### src/rtl/lsu_pkg.sv
// Shared definitions for the load/store unit: FSM encoding, word size and
// the request legality check applied at acceptance.
package lsu_pkg;

    typedef enum logic [1:0] {
        IDLE   = 2'd0,
        ACCESS = 2'd1,
        RESP   = 2'd2
    } lsu_state_t;

    localparam int unsigned WORD_BYTES = 4;

    // Flags a word access that is misaligned or lies at/after the byte limit.
    function automatic logic lsu_addr_err(input logic [63:0] addr,
                                          input logic [63:0] limit);
        return (addr[1:0] != 2'b00) || (addr >= limit);
    endfunction

endpackage

### src/rtl/load_store_unit.sv
// Data-cache initiator: accepts one core load/store, holds the cache strobes
// for ACCESS_LAT cycles, then returns data or an ack over a response handshake.
module load_store_unit
    import lsu_pkg::*;
#(
    parameter int unsigned ADDR_W     = 32,
    parameter int unsigned DATA_W     = 32,
    parameter int unsigned MEM_WORDS  = 64,
    parameter int unsigned ACCESS_LAT = 2
) (
    input  logic              clock,
    input  logic              reset,
    input  logic              req_valid,
    output logic              req_ready,
    input  logic              req_write,
    input  logic [ADDR_W-1:0] req_addr,
    input  logic [DATA_W-1:0] req_wdata,
    output logic              resp_valid,
    input  logic              resp_ready,
    output logic [DATA_W-1:0] resp_rdata,
    output logic              resp_error,
    output logic [ADDR_W-1:0] cache_addr,
    output logic [DATA_W-1:0] cache_wdata,
    output logic              cache_write,
    output logic              cache_read,
    input  logic [DATA_W-1:0] cache_rdata
);

    localparam int unsigned      CNT_W      = (ACCESS_LAT > 1) ? $clog2(ACCESS_LAT) : 1;
    localparam logic [CNT_W-1:0] CNT_LOAD   = CNT_W'(ACCESS_LAT - 1);
    localparam logic [63:0]      ADDR_LIMIT = 64'(MEM_WORDS) * 64'(WORD_BYTES);

    lsu_state_t        r_state, w_state_nxt;
    logic [CNT_W-1:0]  r_cnt, w_cnt_nxt;

    logic              r_req_ready,   w_req_ready_nxt;
    logic              r_resp_valid,  w_resp_valid_nxt;
    logic [DATA_W-1:0] r_resp_rdata,  w_resp_rdata_nxt;
    logic              r_resp_error,  w_resp_error_nxt;
    logic [ADDR_W-1:0] r_cache_addr,  w_cache_addr_nxt;
    logic [DATA_W-1:0] r_cache_wdata, w_cache_wdata_nxt;
    logic              r_cache_write, w_cache_write_nxt;
    logic              r_cache_read,  w_cache_read_nxt;

    logic              w_accept;
    logic              w_req_err;
    logic              w_last;
    logic              w_resp_done;

    assign w_accept    = req_valid && r_req_ready;
    assign w_req_err   = lsu_addr_err(64'(req_addr), ADDR_LIMIT);
    assign w_last      = (r_cnt == '0);
    assign w_resp_done = r_resp_valid && resp_ready;

    // State register; every output is registered alongside the FSM state.
    always_ff @(posedge clock or posedge reset) begin
        if (reset) begin
            r_state       <= IDLE;
            r_cnt         <= '0;
            r_req_ready   <= 1'b1;
            r_resp_valid  <= 1'b0;
            r_resp_rdata  <= '0;
            r_resp_error  <= 1'b0;
            r_cache_addr  <= '0;
            r_cache_wdata <= '0;
            r_cache_write <= 1'b0;
            r_cache_read  <= 1'b0;
        end else begin
            r_state       <= w_state_nxt;
            r_cnt         <= w_cnt_nxt;
            r_req_ready   <= w_req_ready_nxt;
            r_resp_valid  <= w_resp_valid_nxt;
            r_resp_rdata  <= w_resp_rdata_nxt;
            r_resp_error  <= w_resp_error_nxt;
            r_cache_addr  <= w_cache_addr_nxt;
            r_cache_wdata <= w_cache_wdata_nxt;
            r_cache_write <= w_cache_write_nxt;
            r_cache_read  <= w_cache_read_nxt;
        end
    end

    always_comb begin
        w_state_nxt = r_state;
        case (r_state)
            IDLE:    if (w_accept)    w_state_nxt = w_req_err ? RESP : ACCESS;
            ACCESS:  if (w_last)      w_state_nxt = RESP;
            RESP:    if (w_resp_done) w_state_nxt = IDLE;
            default:                  w_state_nxt = IDLE;
        endcase
    end

    // Next values of the registered outputs and the latency counter.
    always_comb begin
        w_cnt_nxt         = r_cnt;
        w_req_ready_nxt   = r_req_ready;
        w_resp_valid_nxt  = r_resp_valid;
        w_resp_rdata_nxt  = r_resp_rdata;
        w_resp_error_nxt  = r_resp_error;
        w_cache_addr_nxt  = r_cache_addr;
        w_cache_wdata_nxt = r_cache_wdata;
        w_cache_write_nxt = r_cache_write;
        w_cache_read_nxt  = r_cache_read;
        case (r_state)
            IDLE: begin
                if (w_accept) begin
                    w_req_ready_nxt = 1'b0;
                    if (w_req_err) begin
                        w_resp_valid_nxt = 1'b1;
                        w_resp_error_nxt = 1'b1;
                        w_resp_rdata_nxt = '0;
                    end else begin
                        w_cache_addr_nxt  = req_addr;
                        w_cache_wdata_nxt = req_wdata;
                        w_cache_write_nxt = req_write;
                        w_cache_read_nxt  = !req_write;
                        w_cnt_nxt         = CNT_LOAD;
                    end
                end
            end
            ACCESS: begin
                if (w_last) begin
                    if (r_cache_read) w_resp_rdata_nxt = cache_rdata;
                    w_cache_write_nxt = 1'b0;
                    w_cache_read_nxt  = 1'b0;
                    w_resp_valid_nxt  = 1'b1;
                    w_resp_error_nxt  = 1'b0;
                end else begin
                    w_cnt_nxt = r_cnt - 1'b1;
                end
            end
            RESP: begin
                if (w_resp_done) begin
                    w_resp_valid_nxt = 1'b0;
                    w_resp_rdata_nxt = '0;
                    w_resp_error_nxt = 1'b0;
                    w_req_ready_nxt  = 1'b1;
                end
            end
            default: begin
                w_cache_write_nxt = 1'b0;
                w_cache_read_nxt  = 1'b0;
                w_req_ready_nxt   = 1'b1;
            end
        endcase
    end

    assign req_ready   = r_req_ready;
    assign resp_valid  = r_resp_valid;
    assign resp_rdata  = r_resp_rdata;
    assign resp_error  = r_resp_error;
    assign cache_addr  = r_cache_addr;
    assign cache_wdata = r_cache_wdata;
    assign cache_write = r_cache_write;
    assign cache_read  = r_cache_read;

endmodule

### config.mk
export PLATFORM = sky130hd
export DESIGN_NAME = load_store_unit
export DESIGN_NICKNAME = d
export VERILOG_FILES = /design/src/rtl/lsu_pkg.sv /design/src/rtl/load_store_unit.sv
export SDC_FILE = /design/constraint.sdc
export NUM_CORES = 1
export LEC_CHECK = 0
export ABC_AREA = 1
export CAP_MARGIN = 20
export CORE_MARGIN = 2
export CORE_UTILIZATION = 42
export DETAILED_ROUTE_END_ITERATION = 7
export GPL_TIMING_DRIVEN = 1
export HOLD_SLACK_MARGIN = 0.03
export PLACE_DENSITY = 0.8
export SLEW_MARGIN = 10
export SYNTH_ARGS = -nofsm -noshare
export SYNTH_HDL_FRONTEND = slang
export SYNTH_SLANG_ARGS = --single-unit
export TNS_END_PERCENT = 30
### constraint.sdc
create_clock -name clock -period 3.95 [get_ports clock]
set_clock_uncertainty 0.1 [all_clocks]
set_input_delay 0.79 -clock clock [delete_from_list [all_inputs] [get_ports clock]]
set_output_delay 0.79 -clock clock [all_outputs]
set_load 0.05 [all_outputs]
==> metrics.yaml, run 1 <==
crit_slowest_cell: "clkdlybuf4s50_1"
syn_nets: 643
track_usage_pct: 21.76
cts_tree: "done"
hold_buffers: 0
grt_overflow: 0
grt_max_degree: 65
fin_crit_sh_pct: 66.84
holdWs_ns: 0.3721
yosys_register_bits: 104
cp_top_family: "buffers and inverters"
clock.fmax_ghz: 0.3787
clk_pin_slew_ns: 0.09
place_congestion: 0.8004
seq_area_frac_synth_pct: 56.30
clock-sinks: 104
synth_top_family_by_area: "simple AND/OR/NAND/NOR gates"
cts_buffers: 9
syn_area_per_cell_um2: 8.596
htreeDepth: 3
worstPathRequired_ns: 3.06
crit_path_max_incr_delay_ns: 0.83
synth-compound-area-share_pct: 0.8117
r2r_slack_ns: 1.46
cts-root-buf: "clkbuf_8"
die_height_um: 108.9
post-synth-top-area-cell: "dfrtp_1"
num_rows: 38
yosysMostFrequentCell: "nand2_1"
synth_fa_ha_area_share_pct: 1.082
cts_buffer_depth: 2
nets: 829
io_buffers: 201
synthTopCellsByCount: "233 x nand2_1, 103 x dfrtp_1, 49 x inv_1"
die_w_um: 108.9
whs_path_depth: 2
area_delta_synth_final_pct: 49.70
n_antenna_cell: 0
drv_slew: 0
hold_class: "flop to flop"
vias: 4198
firstDrtPassIters: 4
endpoint_kind: "output port"
syn_inst: 538
routed_wl_um: 12420
drv_cap: 0
hold_violations: 0
peakVddDrop_uv: 136.0
clock_latency_ns: 0.36
synth_xor_area_share_pct: 0
ys.flop_type: "dfrtp_1"
crit_arrival_ns: 1.75
critPathKind: "flop to output port"
power.density_nw_per_um2: 279.3
grt_pass1_wl_um: 20200
finalSetupViolCount: 0
max-slew-margin-rel_pct: 53.26
ant_nets: 0
postCtsSetupBuffers: 0
syn_area_um2: 4624
path_buf_inv: 1
pin_count: 202
drive_above_1_share_pct: 4.115
grt_pass1_vias: 4255
synth-edff-count: 0
start_kind: "flop"
synth_area_leaders: "dfrtp_1 56%, nand2_1 19%, nand3b_1 5.7%, nand4_1 5.4%, inv_1 4.0%"
ff2ff_path_depth: 8
layout_min_cycle_time_ns: 2.640
synthSimpleGateAreaFrac_pct: 34.12
antenna_found_initial: 0
setup_tns_ns: 0
final_util_pct: 64.14
async_reset_ff_share_pct: 100.0
first_iter_violations: 253
path_cells: "clkdlybuf4s50_1"
wl_per_cell_um: 14.29
rsz0062_at_grt: "false"
viasPerCell: 4.831
yosysWarnings: 0
netlist.area_leader.share_pct: 55.74
start_util_pct: 42.85
cts_resized: 0
ys_types: 25
drc_errors: 0
muxShareOfSynthArea_pct: 0
tightest_slew_ns: 0.7010
status: "completed"
hpwl_um: 8999
p_leak_uw: 0.003512
core-area_um2: 10790
die-area_um2: 11870
critical_path_depth: 1
cp_max_fo: 3
worst reg2reg max path, stage by stage (launching register included):
cell	delay [ns]
dfrtp_1	0.42
inv_1	0.11
ha_2	0.61
inv_1	0.14
o21bai_1	0.36
nor2_8	0.18
nand2_4	0.33
nand2_1	0.11
nand2_1	0.07
sequential cells by signal, summed over array words and instances, names as in the netlist, 2 cells and up:
name         count
cache_addr      32
resp_rdata      32
cache_wdata     32
r_state          2
power by group:
group	switching (uW)	total [uW]	internal, uW
sequential	0	1060	1060
clock	358	733	375
combinational	44.3	137	92.2
total	402	1930	1530
placed cells by master (no fill, tap or decap), types with 3 or more instances in the layout:
cell type,count
nand2_1,233
clkdlybuf4s50_1,201
ha_1,3
clkbuf_8,10
inv_1,48
dfrtp_1,103
nand4_1,40
nor2_1,22
buf_4,5
nand3b_1,35
nand3_1,6
path summary, 6_finish.rpt:
kind | to | startpoint
max | req_ready | req_ready$_DFFE_PP1P_
max in group asynchronous | cache_addr[13]$_DFFE_PP0P_ | reset
min reg2reg | cache_addr[14]$_DFFE_PP0P_ | cache_addr[14]$_DFFE_PP0P_
max reg2reg | resp_rdata[19]$_DFFE_PP0P_ | r_state[1]$_DFFE_PP0P_
min in group asynchronous | resp_rdata[5]$_DFFE_PP0P_ | reset
min | cache_addr[14]$_DFFE_PP0P_ | cache_addr[14]$_DFFE_PP0P_
cell type report:
cell class              count  area [um^2]
flip-flops and latches    104         2604
fillers                   956         3870
multi-input cells         353         1668
clock inverters             5        78.83
repair buffers            207         2069
inverters                  49        186.4
clock buffers              11        141.4
well taps                 140        175.2
routing by layer:
| layer | vias up | wire length (um) | global-route usage [%] |
|---|---|---|---|
| li1 | 2058 | - | - |
| met1 | 1970 | 4938 | 25.87 |
| met2 | 143 | 6485 | 38.15 |
| met3 | 27 | 599 | 3.407 |
| met4 | 0 | 393 | 10.81 |
| met5 | - | 0 | 0 |
cell families (layout without fill, tap and decap cells):
family,count (synthesis),count (layout)
AO/OA/AOI/OAI,6,6
adder cells (fa/ha/maj),4,4
buffers and inverters,81,272
flip-flops,104,104
AND/OR/NAND/NOR,343,343
stage by stage:
stage	total power, uW	setup slack, ns	cell area [um^2]	instances
floorplan	1110	0.3295	4624	538
global placement	1220	1.156	6700	853
detailed placement	1223	1.086	6700	853
CTS	1953	1.057	6920	869
global route	2007	1.202	6923	869
finish	1933	1.310	6923	869
Power figures use the tool's default switching activity.
==> run 2: changes to the inputs <==
Clock period 3.95 ns to 2.75 ns, I/O delays scaled along.
==> metrics.yaml, run 2 (same netlist as run 1, synthesis figures left out) <==
status: "completed"
place_ws_ns: 0.2696
track_usage_pct: 21.31
stdcell_count: 869
htreeDepth: 3
p_seq_share_pct: 60.1
hold_violations: 0
cts_buffers: 9
path_cells: "clkdlybuf4s50_1"
core-area_um2: 10790
critical_path_depth: 1
n_antenna_cell: 0
max-slew-margin-rel_pct: 59.00
hold_class: "flop to flop"
clock_latency_ns: 0.36
clock-sinks: 104
layout_min_cycle_time_ns: 2.384
final_util_pct: 63.87
p_sw_uw: 541.0
die-area_um2: 11870
ff2ff_path_depth: 7
io_buffers: 201
die_w_um: 108.9
whs_path_depth: 2
fillCellCount: 971
comb_power_share_pct: 7.6
setup_tns_ns: 0
ant_nets: 0
crit_arrival_ns: 1.73
clk_pin_slew_ns: 0.09
layout_common_cells: "233 x nand2_1, 201 x clkdlybuf4s50_1, 103 x dfrtp_1"
pin_count: 202
firstDrtPassIters: 4
grt_pass1_vias: 4161
clock.fmax_ghz: 0.4194
power_frac_clock_pct: 32.3
cp_max_fo: 3
postCtsSetupBuffers: 0
cts-root-buf: "clkbuf_8"
start_util_pct: 42.85
grt_pass1_wl_um: 19780
place_congestion: 0.7839
endpoint_kind: "output port"
start_kind: "flop"
final_common_cell: "nand2_1"
swShare_pct: 21.26
tightest_slew_ns: 0.6149
routed_wl_um: 12360
grt_max_degree: 105
area_delta_synth_final_pct: 49.05
drc_errors: 0
antenna_found_initial: 0
hpwl_um: 8935
die_height_um: 108.9
finalSetupViolCount: 0
wl_per_cell_um: 14.22
drv_cap: 0
nets: 831
crit_slowest_cell: "clkdlybuf4s50_1"
intPower_uw: 2003
rsz0062_at_grt: "false"
viasPerCell: 4.810
cts_tree: "done"
critPathKind: "flop to output port"
fin_ws_ns: 0.3656
worstPathRequired_ns: 2.10
peakVddDrop_uv: 211.4
drive_above_1_share_pct: 4.115
cp_top_family: "buffers and inverters"
place_inst: 855
dpl-instance-area_um2: 6731
num_rows: 38
grt_overflow: 0
p_leak_uw: 0.003491
design_area_um2: 6893
path_buf_inv: 1
r2r_slack_ns: 0.69
hold_buffers: 0
crit_path_max_incr_delay_ns: 0.82
fin_crit_sh_pct: 86.71
drv_slew: 0
power.density_nw_per_um2: 369.1
vias: 4180
first_iter_violations: 247
cts_resized: 0
cts_buffer_depth: 2
-- run 2: final timing paths --
check / start / end
worst max register to register: r_state[1]$_DFFE_PP0P_ / cache_wdata[25]$_DFFE_PP0P_
max in group asynchronous: reset / cache_wdata[10]$_DFFE_PP0P_
min in group asynchronous: reset / cache_addr[13]$_DFFE_PP0P_
worst max-delay path: req_ready$_DFFE_PP1P_ / req_ready
worst min register to register: cache_addr[26]$_DFFE_PP0P_ / cache_addr[26]$_DFFE_PP0P_
worst min-delay path: cache_addr[26]$_DFFE_PP0P_ / cache_addr[26]$_DFFE_PP0P_
-- run 2: power by group through the flow --
stage | Clock (uW) | Sequential (uW) | Combinational, uW
after global routing | 913 | 1530 | 211
after global placement | 0 | 1560 | 194
after detailed placement | 0 | 1560 | 196
final | 823 | 1530 | 194
after CTS | 861 | 1530 | 197
after floorplan | 0 | 1560 | 36.0
-- run 2: stage by stage --
step                power [uW]  hold WS (ns)
global route              2652        0.3920
detailed placement        1754        0.3526
CTS                       2586        0.3764
floorplan                 1595        0.3413
global placement          1752        0.3474
finish                    2544        0.3748
-- run 2: metal layers --
metal  wire length, um  part of all wire, %  vias up  global-route usage (%)
met4               479                  3.9        0                   11.90
met5                 0                    0        -                       0
li1                  -                    -     2050                       -
met1              4960                   40     1970                   25.42
met3               544                  4.4       33                   3.586
met2              6374                   52      127                   36.42
-- run 2: area by class of cell --
cell class	instances	area [um^2]	share of cell area [%]
Inverter	49	187.7	2.723
Multi-Input combinational cell	353	1668	24.20
Clock buffer	11	141.4	2.051
Tap cell	140	175.2	2.541
Clock inverter	3	20.02	0.2904
Sequential cell	104	2604	37.77
Timing Repair Buffer	209	2097	30.42
